[config.mk]
export PLATFORM = sky130hd
export DESIGN_NAME = i2c_byte_monitor_flat
export DESIGN_NICKNAME = d
export VERILOG_FILES = /design/src/rtl/i2c_byte_monitor_if.sv /design/src/rtl/i2c_byte_monitor.sv /design/src/flat_wrapper.sv
export SDC_FILE = /design/constraint.sdc
export NUM_CORES = 1
export LEC_CHECK = 0
export BUFFER_PORTS_ARGS = -buffer_cell sky130_fd_sc_hd__clkbuf_2
export CAP_MARGIN = 25
export CORE_MARGIN = 1.5
export CORE_UTILIZATION = 35
export DETAILED_ROUTE_END_ITERATION = 7
export SLEW_MARGIN = 40
export SYNTH_ARGS = -nofsm -noshare
export SYNTH_HDL_FRONTEND = slang
export SYNTH_SLANG_ARGS = --single-unit
[constraint.sdc]
create_clock -name clk_i -period 3.8 [get_ports clk_i]
set_input_delay 0.57 -clock clk_i [delete_from_list [all_inputs] [get_ports clk_i]]
set_output_delay 0.57 -clock clk_i [all_outputs]
set_load 0.02 [all_outputs]
[src/rtl/i2c_byte_monitor_if.sv]
`default_nettype none
// ---------------------------------------------------------------------------
// i2c_byte_monitor_if : bus bundle between bit-level front end and byte monitor
// Rev 1.0
// ---------------------------------------------------------------------------
interface i2c_byte_monitor_if;
    logic       sda;
    logic       scl_lohi;
    logic       sta;
    logic       sto;
    logic       rdy;
    logic       ovr_clr;
    logic [7:0] dat;
    logic       ack;
    logic       first;
    logic       vld;
    logic       addr_hit;
    logic       abrt;
    logic       ovr;

    modport master (
        output sda, scl_lohi, sta, sto, rdy, ovr_clr,
        input  dat, ack, first, vld, addr_hit, abrt, ovr
    );

    modport slave (
        input  sda, scl_lohi, sta, sto, rdy, ovr_clr,
        output dat, ack, first, vld, addr_hit, abrt, ovr
    );
endinterface
`default_nettype wire

[src/rtl/i2c_byte_monitor.sv]
`default_nettype none
// ---------------------------------------------------------------------------
// i2c_byte_monitor : 9-bit I2C frame deserializer with single-entry output buffer
// Rev 1.0
// ---------------------------------------------------------------------------
module i2c_byte_monitor #(
    parameter logic [6:0] ADDR     = 7'h50,
    parameter bit         MATCH_EN = 1'b1
) (
    input  wire logic         clk_i,
    input  wire logic         rst_ni,
    i2c_byte_monitor_if.slave bus
);

    typedef enum logic [1:0] {
        IDLE  = 2'd0,
        SHIFT = 2'd1,
        ACKB  = 2'd2,
        HOLD  = 2'd3
    } state_t;

    state_t     state_q, state_d;
    logic [3:0] cnt_q, cnt_d;
    logic [7:0] sr_q, sr_d;
    logic       frst_q, frst_d;
    logic [7:0] dat_q, dat_d;
    logic       ack_q, ack_d;
    logic       first_q, first_d;
    logic       vld_q, vld_d;
    logic       addr_hit_q, addr_hit_d;
    logic       abrt_q, abrt_d;
    logic       ovr_q, ovr_d;
    logic       frm_done;
    logic       partial_frm;

    always_ff @(posedge clk_i or negedge rst_ni) begin
        if (!rst_ni) begin
            state_q    <= IDLE;
            cnt_q      <= 4'd0;
            sr_q       <= 8'd0;
            frst_q     <= 1'b0;
            dat_q      <= 8'd0;
            ack_q      <= 1'b0;
            first_q    <= 1'b0;
            vld_q      <= 1'b0;
            addr_hit_q <= 1'b0;
            abrt_q     <= 1'b0;
            ovr_q      <= 1'b0;
        end else begin
            state_q    <= state_d;
            cnt_q      <= cnt_d;
            sr_q       <= sr_d;
            frst_q     <= frst_d;
            dat_q      <= dat_d;
            ack_q      <= ack_d;
            first_q    <= first_d;
            vld_q      <= vld_d;
            addr_hit_q <= addr_hit_d;
            abrt_q     <= abrt_d;
            ovr_q      <= ovr_d;
        end
    end

    always_comb begin
        state_d     = state_q;
        cnt_d       = cnt_q;
        sr_d        = sr_q;
        frst_d      = frst_q;
        dat_d       = dat_q;
        ack_d       = ack_q;
        first_d     = first_q;
        vld_d       = vld_q;
        addr_hit_d  = addr_hit_q;
        abrt_d      = 1'b0;
        ovr_d       = bus.ovr_clr ? 1'b0 : ovr_q;
        frm_done    = 1'b0;
        partial_frm = ((state_q == SHIFT) && (cnt_q != 4'd0)) || (state_q == ACKB);

        // START beats STOP beats the SCL sample; a coincident bit is lost
        if (bus.sta) begin
            state_d    = SHIFT;
            cnt_d      = 4'd0;
            frst_d     = 1'b1;
            addr_hit_d = 1'b0;
            abrt_d     = partial_frm;
        end else if (bus.sto) begin
            state_d    = IDLE;
            cnt_d      = 4'd0;
            addr_hit_d = 1'b0;
            abrt_d     = partial_frm;
        end else if (bus.scl_lohi) begin
            case (state_q)
                SHIFT: begin
                    sr_d  = {sr_q[6:0], bus.sda};
                    cnt_d = cnt_q + 4'd1;
                    if (cnt_q == 4'd7) begin
                        state_d = ACKB;
                    end
                end
                ACKB: begin
                    frm_done = 1'b1;
                    if (!bus.sda) begin
                        state_d = SHIFT;
                        cnt_d   = 4'd0;
                        frst_d  = 1'b0;
                    end else begin
                        state_d = HOLD;
                    end
                end
                default: ;
            endcase
        end

        if (frm_done) begin
            if (!vld_q || bus.rdy) begin
                dat_d   = sr_q;
                ack_d   = ~bus.sda;
                first_d = frst_q;
                vld_d   = 1'b1;
            end else begin
                ovr_d = 1'b1;
            end
            // address compare runs even when the byte itself is dropped
            if (frst_q && MATCH_EN) begin
                addr_hit_d = (sr_q[7:1] == ADDR);
            end
        end else if (vld_q && bus.rdy) begin
            vld_d = 1'b0;
        end
    end

    assign bus.dat      = dat_q;
    assign bus.ack      = ack_q;
    assign bus.first    = first_q;
    assign bus.vld      = vld_q;
    assign bus.addr_hit = addr_hit_q;
    assign bus.abrt     = abrt_q;
    assign bus.ovr      = ovr_q;

endmodule
`default_nettype wire

[src/flat_wrapper.sv]
// flat-port wrapper written by rule: the top's interface ports become plain ports
module i2c_byte_monitor_flat 
#(
    parameter logic [6:0] ADDR     = 7'h50,
    parameter bit         MATCH_EN = 1'b1
)
  (clk_i, rst_ni, bus_sda, bus_scl_lohi, bus_sta, bus_sto, bus_rdy, bus_ovr_clr, bus_dat, bus_ack, bus_first, bus_vld, bus_addr_hit, bus_abrt, bus_ovr);
  i2c_byte_monitor_if bus_i ();
  input  wire logic clk_i;
  input  wire logic rst_ni;
  input wire logic [$bits(bus_i.sda)-1:0] bus_sda;
  input wire logic [$bits(bus_i.scl_lohi)-1:0] bus_scl_lohi;
  input wire logic [$bits(bus_i.sta)-1:0] bus_sta;
  input wire logic [$bits(bus_i.sto)-1:0] bus_sto;
  input wire logic [$bits(bus_i.rdy)-1:0] bus_rdy;
  input wire logic [$bits(bus_i.ovr_clr)-1:0] bus_ovr_clr;
  output wire logic [$bits(bus_i.dat)-1:0] bus_dat;
  output wire logic [$bits(bus_i.ack)-1:0] bus_ack;
  output wire logic [$bits(bus_i.first)-1:0] bus_first;
  output wire logic [$bits(bus_i.vld)-1:0] bus_vld;
  output wire logic [$bits(bus_i.addr_hit)-1:0] bus_addr_hit;
  output wire logic [$bits(bus_i.abrt)-1:0] bus_abrt;
  output wire logic [$bits(bus_i.ovr)-1:0] bus_ovr;
  assign bus_i.sda = bus_sda;
  assign bus_i.scl_lohi = bus_scl_lohi;
  assign bus_i.sta = bus_sta;
  assign bus_i.sto = bus_sto;
  assign bus_i.rdy = bus_rdy;
  assign bus_i.ovr_clr = bus_ovr_clr;
  assign bus_dat = bus_i.dat;
  assign bus_ack = bus_i.ack;
  assign bus_first = bus_i.first;
  assign bus_vld = bus_i.vld;
  assign bus_addr_hit = bus_i.addr_hit;
  assign bus_abrt = bus_i.abrt;
  assign bus_ovr = bus_i.ovr;
  i2c_byte_monitor #(.ADDR(ADDR), .MATCH_EN(MATCH_EN)) u_core (.clk_i(clk_i), .rst_ni(rst_ni), .bus(bus_i));
endmodule
Yosys cells after proc, flatten, opt, wreduce, memory -nomap -nowiden
Index checks and enable logic that the tools add are counted.
{ "word_totals": {"romBits": 0, "ram_bits": 0, "out_inout_bits": 14, "memories": 0, "elab_cells": 73, "register_bits": 29, "latch_bits": 0, "input_bits": 8} }
{ "classes": {"n_reduce_logical": 17, "n_eq_ne": 9, "n_addsub": 1, "magnitude_cmp": 0, "n_mul": 0, "shift": 0, "div_mod_pow": 0, "bitwise": 3, "n_mux": 32} }
{ "op_table": {"columns": ["cell", "n"], "rows": [
  ["2-to-1 mux 1 bit", 21],
  ["2-to-1 mux 4 bit", 4],
  ["2-to-1 mux 2 bit", 5],
  ["!= test 4 bit, second input constant", 2],
  ["case mux 4 bit (2 select lines)", 1],
  ["AND reduction 4 bit", 2],
  ["nonzero test 4 bit", 2],
  ["equality test 7 bit, second input constant", 1],
  ["AND reduction 3 bit", 2],
  ["nonzero test 2 bit", 3],
  ["adder 4 x 1 -> 4 bit, second input constant", 1],
  ["equality test 4 x 3 -> 1 bit, second input constant", 1],
  ["!= test 2 bit, second input constant", 2],
  ["case mux 2 bit (2 select lines)", 1],
  ["AND reduction 2 bit", 2],
  ["NOT 1 bit", 3],
  ["nonzero test 3 bit", 1],
  ["equality test 2 x 1 -> 1 bit, second input constant", 1],
  ["equality test 2 bit, second input constant", 1],
  ["logical AND 1 bit", 2],
  ["logical OR 1 bit", 2],
  ["!= test 2 x 1 -> 1 bit, second input constant", 1],
  ["logical NOT 1 bit", 1]
]} }

Depth between registers and ports, before layout
Gate-level depths: netlist of the first run.
{ "depth": {"word_depth": 7, "depth_mapped": 5, "depth_no_buf": 5} }

Worst setup path after synthesis of the first run
Ideal clock, no wire load.
{ "synth_timing": {"kind": "register to register", "start": "reg u_core.state_q[0]", "end": "reg u_core.cnt_q[3]", "path_stages_with_launch": 6, "n_path_buf": 0, "path_slack_ns": 2.148, "synth_period_minus_slack_ns": 1.652, "t_arrival_ns": 1.583, "required_ns": 3.731, "setup_time_ns": 0.069, "cell_sequence": "dfrtp_1 inv_1 ha_1 or4_1 or4_1 nand3_1"} }
{ "synth_between": {"elab_chain_cells": 5, "elab_cells_between_ends": 9, "classes_between": "eq/ne: 3; mux: 4; reduce/logical: 2"} }
{ "synth_rtl": {"columns": ["item", "line", "source"], "rows": [
  ["start: declaration", "i2c_byte_monitor.sv:22", "state_t state_q, state_d;"],
  ["start signal: assignment", "i2c_byte_monitor.sv:50", "state_q <= state_d;"],
  ["equality test 2 bit / equality test 2 x 1 -> 1 bit (equally long branches)", "i2c_byte_monitor.sv:92", "case (state_q)"],
  ["case mux 4 bit (2 select lines)", "i2c_byte_monitor.sv:92", null],
  ["2-to-1 mux 4 bit", "i2c_byte_monitor.sv:91", "end else if (bus.scl_lohi) begin"],
  ["2-to-1 mux 4 bit", "i2c_byte_monitor.sv:86", "end else if (bus.sto) begin"],
  ["2-to-1 mux 4 bit", "i2c_byte_monitor.sv:80", "if (bus.sta) begin"],
  ["end signal: assignment", "i2c_byte_monitor.sv:51", "cnt_q <= cnt_d;"],
  ["end: declaration", "i2c_byte_monitor.sv:23", "logic [3:0] cnt_q, cnt_d;"]
]} }
Several ways; a longest one is shown, not always the timed one. The select of a mux whose other input is x is not followed.
A chain may end at the register's enable or synchronous reset.

Final worst setup path of the first run
Same ends and word-level chain as after synthesis.

==> flow_summary_export.csv, run 1 <==
group,metric,value,unit
synthesis,yosys_warnings,0,
cts,h-tree-depth,2,
floorplanning,core_area,3660,um^2
floorplanning,die_width,64.9,um
finish,regArea,726,um^2
finish,mostFrequentLayoutCells,"29 x dfrtp_1, 21 x clkbuf_2, 18 x mux2_2",
cts,clkTransAtPathRegs,0.06,ns
finish,area_growth,19.7,%
hold_path,min_path_type,"in -> async",
power_and_ir_drop,ir_drop,229,uV
grt,grt_antenna_before_repair,0,
synthesis,synth_edf_count,0,
routing,met2_length,1270,um
timing,tightest_slew,0.694,ns
cts,clkSinkCount,29,
critical_path,crit_required,4.01,ns
grt,grt_util_all_layers,14.8,%
cts,cts_inserted_buffers,5,
routing,met3WireLength,120,um
critical_path,crit_fanout,4,
floorplanning,initial_utilization,36.7,%
timing,period_minus_slack,1.80,ns
routing,wl_per_cell,14.3,um
cts,clkLatencyLatePin,0.28,ns
power_and_ir_drop,power.density,466,nW/um^2
placement,numPortBuffers,21,
floorplanning,dieArea,4220,um^2
routing,drt_first_iter_violations,67,
routing,finalWirelength,2640,um
timing,rsz0062_at_grt,"false",
power_and_ir_drop,p_int,0.000571,W
floorplanning,die_h,64.9,um
floorplanning,io_pins,22,
grt,grt-ovfl-total,0,
cts,cts_setup_buffers,0,
cts,clock_path_buffers,2,
cts,cts_tree,"yes",
cts,holdBufCountCts,0,
routing,first_pass_iters,4,
finish,multi_input_area,574,um^2
finish,final_common_cell,"dfrtp_1",
power_and_ir_drop,leakage,0.788,nW
critical_path,end_kind,"flip-flop",
synthesis,async_flop_share,100,%
routing,highest_layer,"met4",
floorplanning,num_rows,22,
placement,gp_congestion,0.872,
finish,final_nets,150,
critical_path,crit_arrival,2.01,ns
power_and_ir_drop,clkPwrFrac,40.2,%
power_and_ir_drop,combPwrFrac,10.4,%
power_and_ir_drop,p_switching,0.000177,W
synthesis,syn_nets,123,
synthesis,synthFlopType,"dfrtp_1",
critical_path,critPathKind,"reg -> reg",
routing,drc,0,
cts,cts_resized,0,
timing,hold_viol_final,0,
synthesis,postSynthAreaPerCell,12.3,um^2
synthesis,ys_seq_elements,29,
synthesis,ys_seq_area_share,54.1,%
grt,grt_pass1_wl,4700,um
placement,hpwl,1970,um
finish,fillers,344,
routing,wl_met1,1190,um
timing,fin_crit_sh,47.3,%
routing,vias,951,
timing,finalSetupViolations,0,
timing,max_freq,556,MHz
cts,root_buffer,"clkbuf_8",
routing,final_antenna_net_count,0,
run,max_cap_violations,0,
finish,layout-drive-gt1-share,37.5,%
power_and_ir_drop,switching_share,23.6,%
grt,grt_pass1_vias,1016,
synthesis,syn-cell-area,1340,um^2
timing,finalMaxSlewViolations,0,
power_and_ir_drop,p_total,0.000748,W
timing,max-slew-margin-rel,53.7,%
synthesis,ys_types,30,
run_status,status,"completed",
timing,fin_tns_setup,0,ns
timing,fin_skew,0.00376,ns
critical_path,cp-start-kind,"flip-flop",
grt,grt_max_degree,30,
finish,diodes,0,
synthesis,syn_inst,109,
routing,viasPerCell,5.17,
power_and_ir_drop,seq_power_share,49.4,%
-- metal layers --
layer	track usage (%)	vias to the layer above
li1	-	449
met4	9.31	0
met3	3.82	8
met5	0	-
met1	18.1	477
met2	23.3	17
-- sequential cells by signal, indices dropped and copies added, names as in the netlist --
signal	flops
u_core.bus.dat	8
u_core.sr_q	8
u_core.cnt_q	4
u_core.state_q	2
u_core.bus.abrt	1
u_core.bus.ack	1
u_core.bus.addr_hit	1
u_core.bus.first	1
u_core.bus.ovr	1
u_core.bus.vld	1
u_core.frst_q	1
-- per-stage QoR --
| step | area [um^2] | hold WS [ns] | util (%) | instances | setup slack [ns] |
|---|---|---|---|---|---|
| after floorplan | 1340 | 0.274 | - | 109 | 2.15 |
| after global routing | 1610 | 0.401 | 43.9 | 184 | 1.84 |
| after global placement | 1500 | 0.495 | 41.0 | 177 | 1.89 |
| final | 1610 | 0.324 | 43.9 | 184 | 2.00 |
| after CTS | 1610 | 0.356 | 43.9 | 184 | 2.01 |
| after detailed placement | 1500 | 0.493 | 41.0 | 177 | 1.77 |
-- logic make-up after synthesis --
group | share of synthesized area (%)
compound gates | 8.30
fa+ha+maj | 5.59
buf+inv | 3.17
flops | 54.1
mux | 15.8
simple gates | 13.0
-- power groups by stage --
stage | registers (W) | logic (W) | clock network (W)
after CTS | 0.000371 | 0.0000800 | 0.000310
after floorplan | 0.000372 | 0.0000487 | 0
final | 0.000370 | 0.0000779 | 0.000300
after global placement | 0.000375 | 0.0000765 | 0
after detailed placement | 0.000377 | 0.0000795 | 0
after global routing | 0.000376 | 0.0000882 | 0.000321
-- cell usage after synthesis (2+ instances only) --
| cell | number | area share [%] |
|---|---|---|
| nor2b_1 | 2 | 0.93 |
| nand2b_1 | 2 | 0.93 |
| inv_1 | 10 | 2.8 |
| o31ai_1 | 2 | 1.1 |
| mux2_2 | 18 | 15 |
| o21ai_0 | 2 | 0.75 |
| nand4_1 | 6 | 2.8 |
| ha_1 | 6 | 5.6 |
| a21oi_1 | 4 | 1.5 |
| dfrtp_1 | 29 | 54 |
| nand3_1 | 3 | 1.1 |
| or4_1 | 2 | 1.1 |
| a2111oi_0 | 2 | 1.3 |
| nor2_1 | 2 | 0.56 |
| nand2_1 | 4 | 1.1 |
-- path summary, 6_finish.rpt --
check	start	to	slack, ns	cells past startpoint
max	u_core.state_q[0]$_DFFE_PN0P_	u_core.cnt_q[3]$_DFFE_PN0P_	2.00	5
min	rst_ni	u_core.state_q[1]$_DFFE_PN0P_	0.32	1
max reg2reg	u_core.state_q[0]$_DFFE_PN0P_	u_core.cnt_q[3]$_DFFE_PN0P_	2.00	5
min reg2reg	u_core.bus.dat[7]$_DFFE_PN0P_	u_core.bus.dat[7]$_DFFE_PN0P_	0.50	1
max in group asynchronous	rst_ni	u_core.cnt_q[0]$_DFFE_PN0P_	3.02	1
min in group clk_i	bus_ovr_clr	u_core.bus.ovr$_DFF_PN0_	0.49	2
-- critical path, cell delays in order (launching register included) --
cell and delay, ns:
dfrtp_1 0.40, inv_1 0.08, ha_1 0.25, or4_1 0.50, or4_1 0.41, nand3_1 0.09
-- layout make-up --
cell class                 instances  area share (%)
sequential                        29            45.2
timing repair buffer              21            6.54
multi-input combinational         69            35.7
clock inverter                     2            2.18
clock buffer                       5            4.28
tap                               48            3.74
inverter                          10            2.34
Note: power is estimated with default switching activity, not from simulation.
==> inputs of run 2 (changes only) <==
clock period = 1.7 ns   (was 3.8 ns; I/O delays follow)
==> flow_summary_export.csv, run 2 (synthesized netlist as in run 1, its figures left out) <==
group,metric,value,unit
finish,mostFrequentLayoutCells,"29 x dfrtp_1, 20 x clkbuf_2, 18 x mux2_2",
placement,place_inst,183,
grt,grt_util_all_layers,14.8,%
critical_path,crit_slowest_cell,"or4_1",
cts,clkLatencyLatePin,0.28,ns
routing,drt_first_iter_violations,40,
grt,grt_pass1_wl,4670,um
routing,viasPerCell,5.12,
critical_path,ff2ff_path_depth,4,
routing,wl_per_cell,13.8,um
timing,fin_crit_sh,96.3,%
floorplanning,die_width,64.9,um
grt,grt_pass1_vias,1016,
timing,hold_viol_final,5,
placement,gp_congestion,0.788,
timing,holdWs,-0.0123,ns
grt,grt-ovfl-total,0,
placement,place_ws,0.0392,ns
critical_path,crit_fanout,3,
critical_path,rr_startpoint,"u_core.state_q[1]$_DFFE_PN0P_",
power_and_ir_drop,ir_drop,579,uV
cts,clkTransAtPathRegs,0.06,ns
cts,cts_tree,"yes",
finish,regArea,726,um^2
cts,clkSinkCount,29,
critical_path,critPathKind,"reg -> reg",
grt,grt_antenna_before_repair,0,
critical_path,path_common_cell,"or4_1",
power_and_ir_drop,leakage,0.820,nW
finish,multi_input_area,576,um^2
routing,final_antenna_net_count,0,
timing,fin_skew,0.00902,ns
critical_path,crit_arrival,1.85,ns
critical_path,r2r_slack,0.06,ns
finish,layout-drive-gt1-share,39.9,%
cts,cts_inserted_buffers,5,
routing,finalWirelength,2630,um
timing,finalSetupViolations,0,
critical_path,crit_chain,"ha_1, or4_1, or4_1, nand3_1",
finish,diodes,0,
cts,clock_path_buffers,2,
critical_path,critPathMaxStageDelay,0.49,ns
critical_path,cp-start-kind,"flip-flop",
routing,drc,0,
timing,period_minus_slack,1.64,ns
routing,vias,978,
critical_path,r2r-end,"u_core.cnt_q[3]$_DFFE_PN0P_",
run,max_cap_violations,0,
floorplanning,io_pins,22,
floorplanning,core_area,3660,um^2
finish,area_growth,24.0,%
floorplanning,dieArea,4220,um^2
cts,root_buffer,"clkbuf_8",
timing,max-slew-margin-rel,57.7,%
cts,h-tree-depth,2,
floorplanning,die_h,64.9,um
floorplanning,num_rows,22,
hold_path,min_path_type,"in -> async",
finish,final_cells,191,
timing,rsz0062_at_grt,"true",
routing,first_pass_iters,5,
run_status,status,"finished, violations left",
finish,final_nets,156,
grt,grt_max_degree,30,
finish,final_common_cell,"dfrtp_1",
timing,max_freq,611,MHz
finish,final_area,1670,um^2
placement,placed_area,1550,um^2
placement,hpwl,2000,um
critical_path,end_kind,"flip-flop",
critical_path,crit_required,1.92,ns
timing,setup_ws,0.0636,ns
floorplanning,initial_utilization,36.7,%
timing,finalMaxSlewViolations,0,
placement,numPortBuffers,21,
run_status,violations,"negative hold slack",
timing,tightest_slew,0.634,ns
finish,fillers,361,
power_and_ir_drop,power.density,1050,nW/um^2
==> run 2: stage by stage <==
step / util (%) / total power (W) / setup TNS (ns)
CTS: 45.5 / 0.00177 / 0
floorplan: - / 0.000941 / 0
finish: 45.5 / 0.00174 / 0
global route: 45.5 / 0.00183 / -0.0215
global placement: 42.3 / 0.00102 / 0
detailed placement: 42.3 / 0.00103 / 0
==> run 2: final cells by class <==
type / instances / area share, %
clock buffer: 7 / 5.18
timing repair buffer: 27 / 9.02
clock inverter: 1 / 1.80
multi-input combinational: 69 / 34.6
sequential: 29 / 43.6
inverter: 10 / 2.25
tap: 48 / 3.61
==> run 2: worst max path at each step <==
stage                                  start                             to  cells after the start
2_1_floorplan  u_core.state_q[0]$_DFFE_PN0P_    u_core.cnt_q[3]$_DFFE_PN0P_                      5
3_3_place_gp   u_core.state_q[0]$_DFFE_PN0P_    u_core.cnt_q[3]$_DFFE_PN0P_                      5
3_5_place_dp   u_core.state_q[0]$_DFFE_PN0P_  u_core.state_q[1]$_DFFE_PN0P_                      5
4_1_cts        u_core.state_q[0]$_DFFE_PN0P_  u_core.state_q[1]$_DFFE_PN0P_                      5
5_1_grt        u_core.state_q[0]$_DFFE_PN0P_  u_core.state_q[1]$_DFFE_PN0P_                      5
6_report       u_core.state_q[1]$_DFFE_PN0P_    u_core.cnt_q[3]$_DFFE_PN0P_                      4
==> run 2: what timing repair did <==
item	CTS	global route
setup endpoints to repair	0	2
resized for setup	0	1
buffers inserted	0	0
hold buffers	0	0
==> run 2: where the power goes <==
group	switching, W	total (W)	internal [W]
combinational	0.0000880	0.000184	0.0000955
clock	0.000255	0.000732	0.000477
sequential	0.0000651	0.000829	0.000764
total	0.000408	0.00174	0.00134
==> run 2: routing by layer <==
metal	wire length [um]	GRT usage (%)	vias to the layer above	share of wire [%]
met5	0	0	-	0
met4	20	4.79	0	0.76
met3	146	5.73	2	5.6
met2	1330	25.0	25	50
li1	-	-	467	-
met1	1140	17.3	484	43
==> run 2: worst max-delay path: cells and delay by family (launching register included) <==
kind,cells,cell delay (ns)
flip-flops,1,0.40
AND/OR/NAND/NOR,3,0.98
adder cells (fa/ha/maj),1,0.20
==> inputs of run 3 (changes only) <==
CORE_ASPECT_RATIO = 0.9   (was not set)
HOLD_SLACK_MARGIN = 0.05   (was not set)
==> flow_summary_export.csv, run 3 (synthesized netlist as in run 1, its figures left out) <==
group,metric,value,unit
run_status,status,"completed",
routing,drt_first_iter_violations,89,
cts,cts_inserted_buffers,5,
critical_path,cp-start-kind,"flip-flop",
critical_path,crit_arrival,1.88,ns
critical_path,crit_required,1.91,ns
hold_path,hold_end,"u_core.bus.ovr$_DFF_PN0_",
cts,clkTransAtPathRegs,0.06,ns
hold_path,worstHoldStart,"bus_ovr_clr",
run,max_cap_violations,0,
power_and_ir_drop,p_total,0.00154,W
cts,h-tree-depth,2,
finish,mostFrequentLayoutCells,"29 x dfrtp_1, 21 x clkbuf_2, 18 x mux2_2",
routing,finalWirelength,2660,um
routing,final_antenna_net_count,0,
critical_path,startpoint,"u_core.state_q[0]$_DFFE_PN0P_",
critical_path,critPathMaxStageDelay,0.51,ns
finish,layout-drive-gt1-share,39.4,%
power_and_ir_drop,ir_drop,421,uV
cts,root_buffer,"clkbuf_8",
routing,drc,0,
floorplanning,io_pins,22,
routing,vias,973,
power_and_ir_drop,power.density,947,nW/um^2
finish,diodes,0,
finish,final_nets,155,
grt,grt_pass1_wl,4300,um
cts,clkLatencyLatePin,0.28,ns
routing,wl_per_cell,14.2,um
floorplanning,dieArea,4220,um^2
floorplanning,num_rows,21,
placement,numPortBuffers,21,
finish,fillers,358,
timing,finalMaxSlewViolations,0,
critical_path,crit_slowest_cell,"or4_1",
hold_path,min_path_type,"in -> reg",
grt,grt_pass1_vias,936,
timing,max_freq,600,MHz
grt,grt-ovfl-total,0,
timing,period_minus_slack,1.67,ns
critical_path,crit_chain,"inv_1, ha_1, or4_1, or4_1, nand3_1",
cts,clkSinkCount,29,
timing,rsz0062_at_grt,"true",
power_and_ir_drop,leakage,0.803,nW
placement,hpwl,1890,um
critical_path,rr_startpoint,"u_core.state_q[0]$_DFFE_PN0P_",
placement,place_ws,0.0602,ns
finish,final_common_cell,"dfrtp_1",
critical_path,path_common_cell,"or4_1",
timing,fin_skew,0.00325,ns
routing,first_pass_iters,4,
floorplanning,initial_utilization,36.2,%
critical_path,r2r_slack,0.03,ns
critical_path,critPathKind,"reg -> reg",
finish,area_growth,21.4,%
timing,hold_viol_final,0,
timing,holdWs,0.164,ns
cts,cts_tree,"yes",
critical_path,r2r-end,"u_core.cnt_q[3]$_DFFE_PN0P_",
cts,clock_path_buffers,2,
timing,finalSetupViolations,0,
hold_path,holdPathStages,2,
routing,viasPerCell,5.18,
floorplanning,core_area,3700,um^2
floorplanning,die_width,68.3,um
grt,grt_max_degree,30,
grt,grt_util_all_layers,14.2,%
timing,fin_crit_sh,98.0,%
timing,max-slew-margin-rel,52.6,%
critical_path,ff2ff_path_depth,5,
critical_path,crit_fanout,2,
critical_path,end_kind,"flip-flop",
timing,tightest_slew,0.711,ns
floorplanning,die_h,61.8,um
timing,setup_ws,0.0333,ns
grt,grt_antenna_before_repair,0,
placement,gp_congestion,0.891,
run 3: per-layer routing:
| metal | track usage, % | vias to the layer above | part of all wire (%) |
|---|---|---|---|
| met5 | 0 | - | 0 |
| li1 | - | 462 | - |
| met3 | 4.86 | 4 | 5.6 |
| met4 | 4.29 | 0 | 1.2 |
| met2 | 22.7 | 25 | 48 |
| met1 | 18.4 | 482 | 45 |
run 3: stage by stage:
step	util (%)	area, um^2	setup TNS (ns)	cells
after CTS	43.8	1620	0	188
after global routing	44.0	1630	-0.0148	188
after global placement	41.3	1530	0	179
final	44.0	1630	0	188
after floorplan	-	1340	0	109
after detailed placement	41.3	1530	0	179
run 3: timing repair:
action / 4_1_cts / 5_1_grt
buffers inserted: 0 / 0
endpoints found under the setup margin: 0 / 8
endpoints found under the hold margin: 29 / 0
gates resized for setup: 0 / 3
hold buffers: 1 / 0
run 3: cell type report:
type                       instances  area [um^2]  share of cell area [%]
clock inverter                     2         10.0                   0.614
clock buffer                       6         72.6                    4.45
inverter                          10         37.5                    2.30
tap                               46         57.6                    3.53
timing repair buffer              26          145                    8.90
multi-input combinational         69          582                    35.7
sequential                        29          726                    44.5
run 3: how the worst max path moves through the flow:
stage	cells past startpoint	end	slack, ns
after CTS	5	u_core.cnt_q[3]$_DFFE_PN0P_	0.05
after global placement	5	u_core.state_q[0]$_DFFE_PN0P_	0.1
after detailed placement	5	u_core.state_q[0]$_DFFE_PN0P_	0.06
final	5	u_core.cnt_q[3]$_DFFE_PN0P_	0.03
after global routing	5	u_core.cnt_q[3]$_DFFE_PN0P_	-0.01
after floorplan	5	u_core.cnt_q[3]$_DFFE_PN0P_	0.05
run 3: worst max-delay path, delay by kind of cell, from the launching register on:
kind / cells / cell delay, ns
fa+ha+maj: 1 / 0.21
buf+inv: 1 / 0.06
flops: 1 / 0.34
simple gates: 3 / 0.99
run 3: report_power, final:
group,internal (W),switching [W]
combinational,0.0000960,0.0000896
sequential,0.000764,0.0000623
clock,0.000283,0.000249
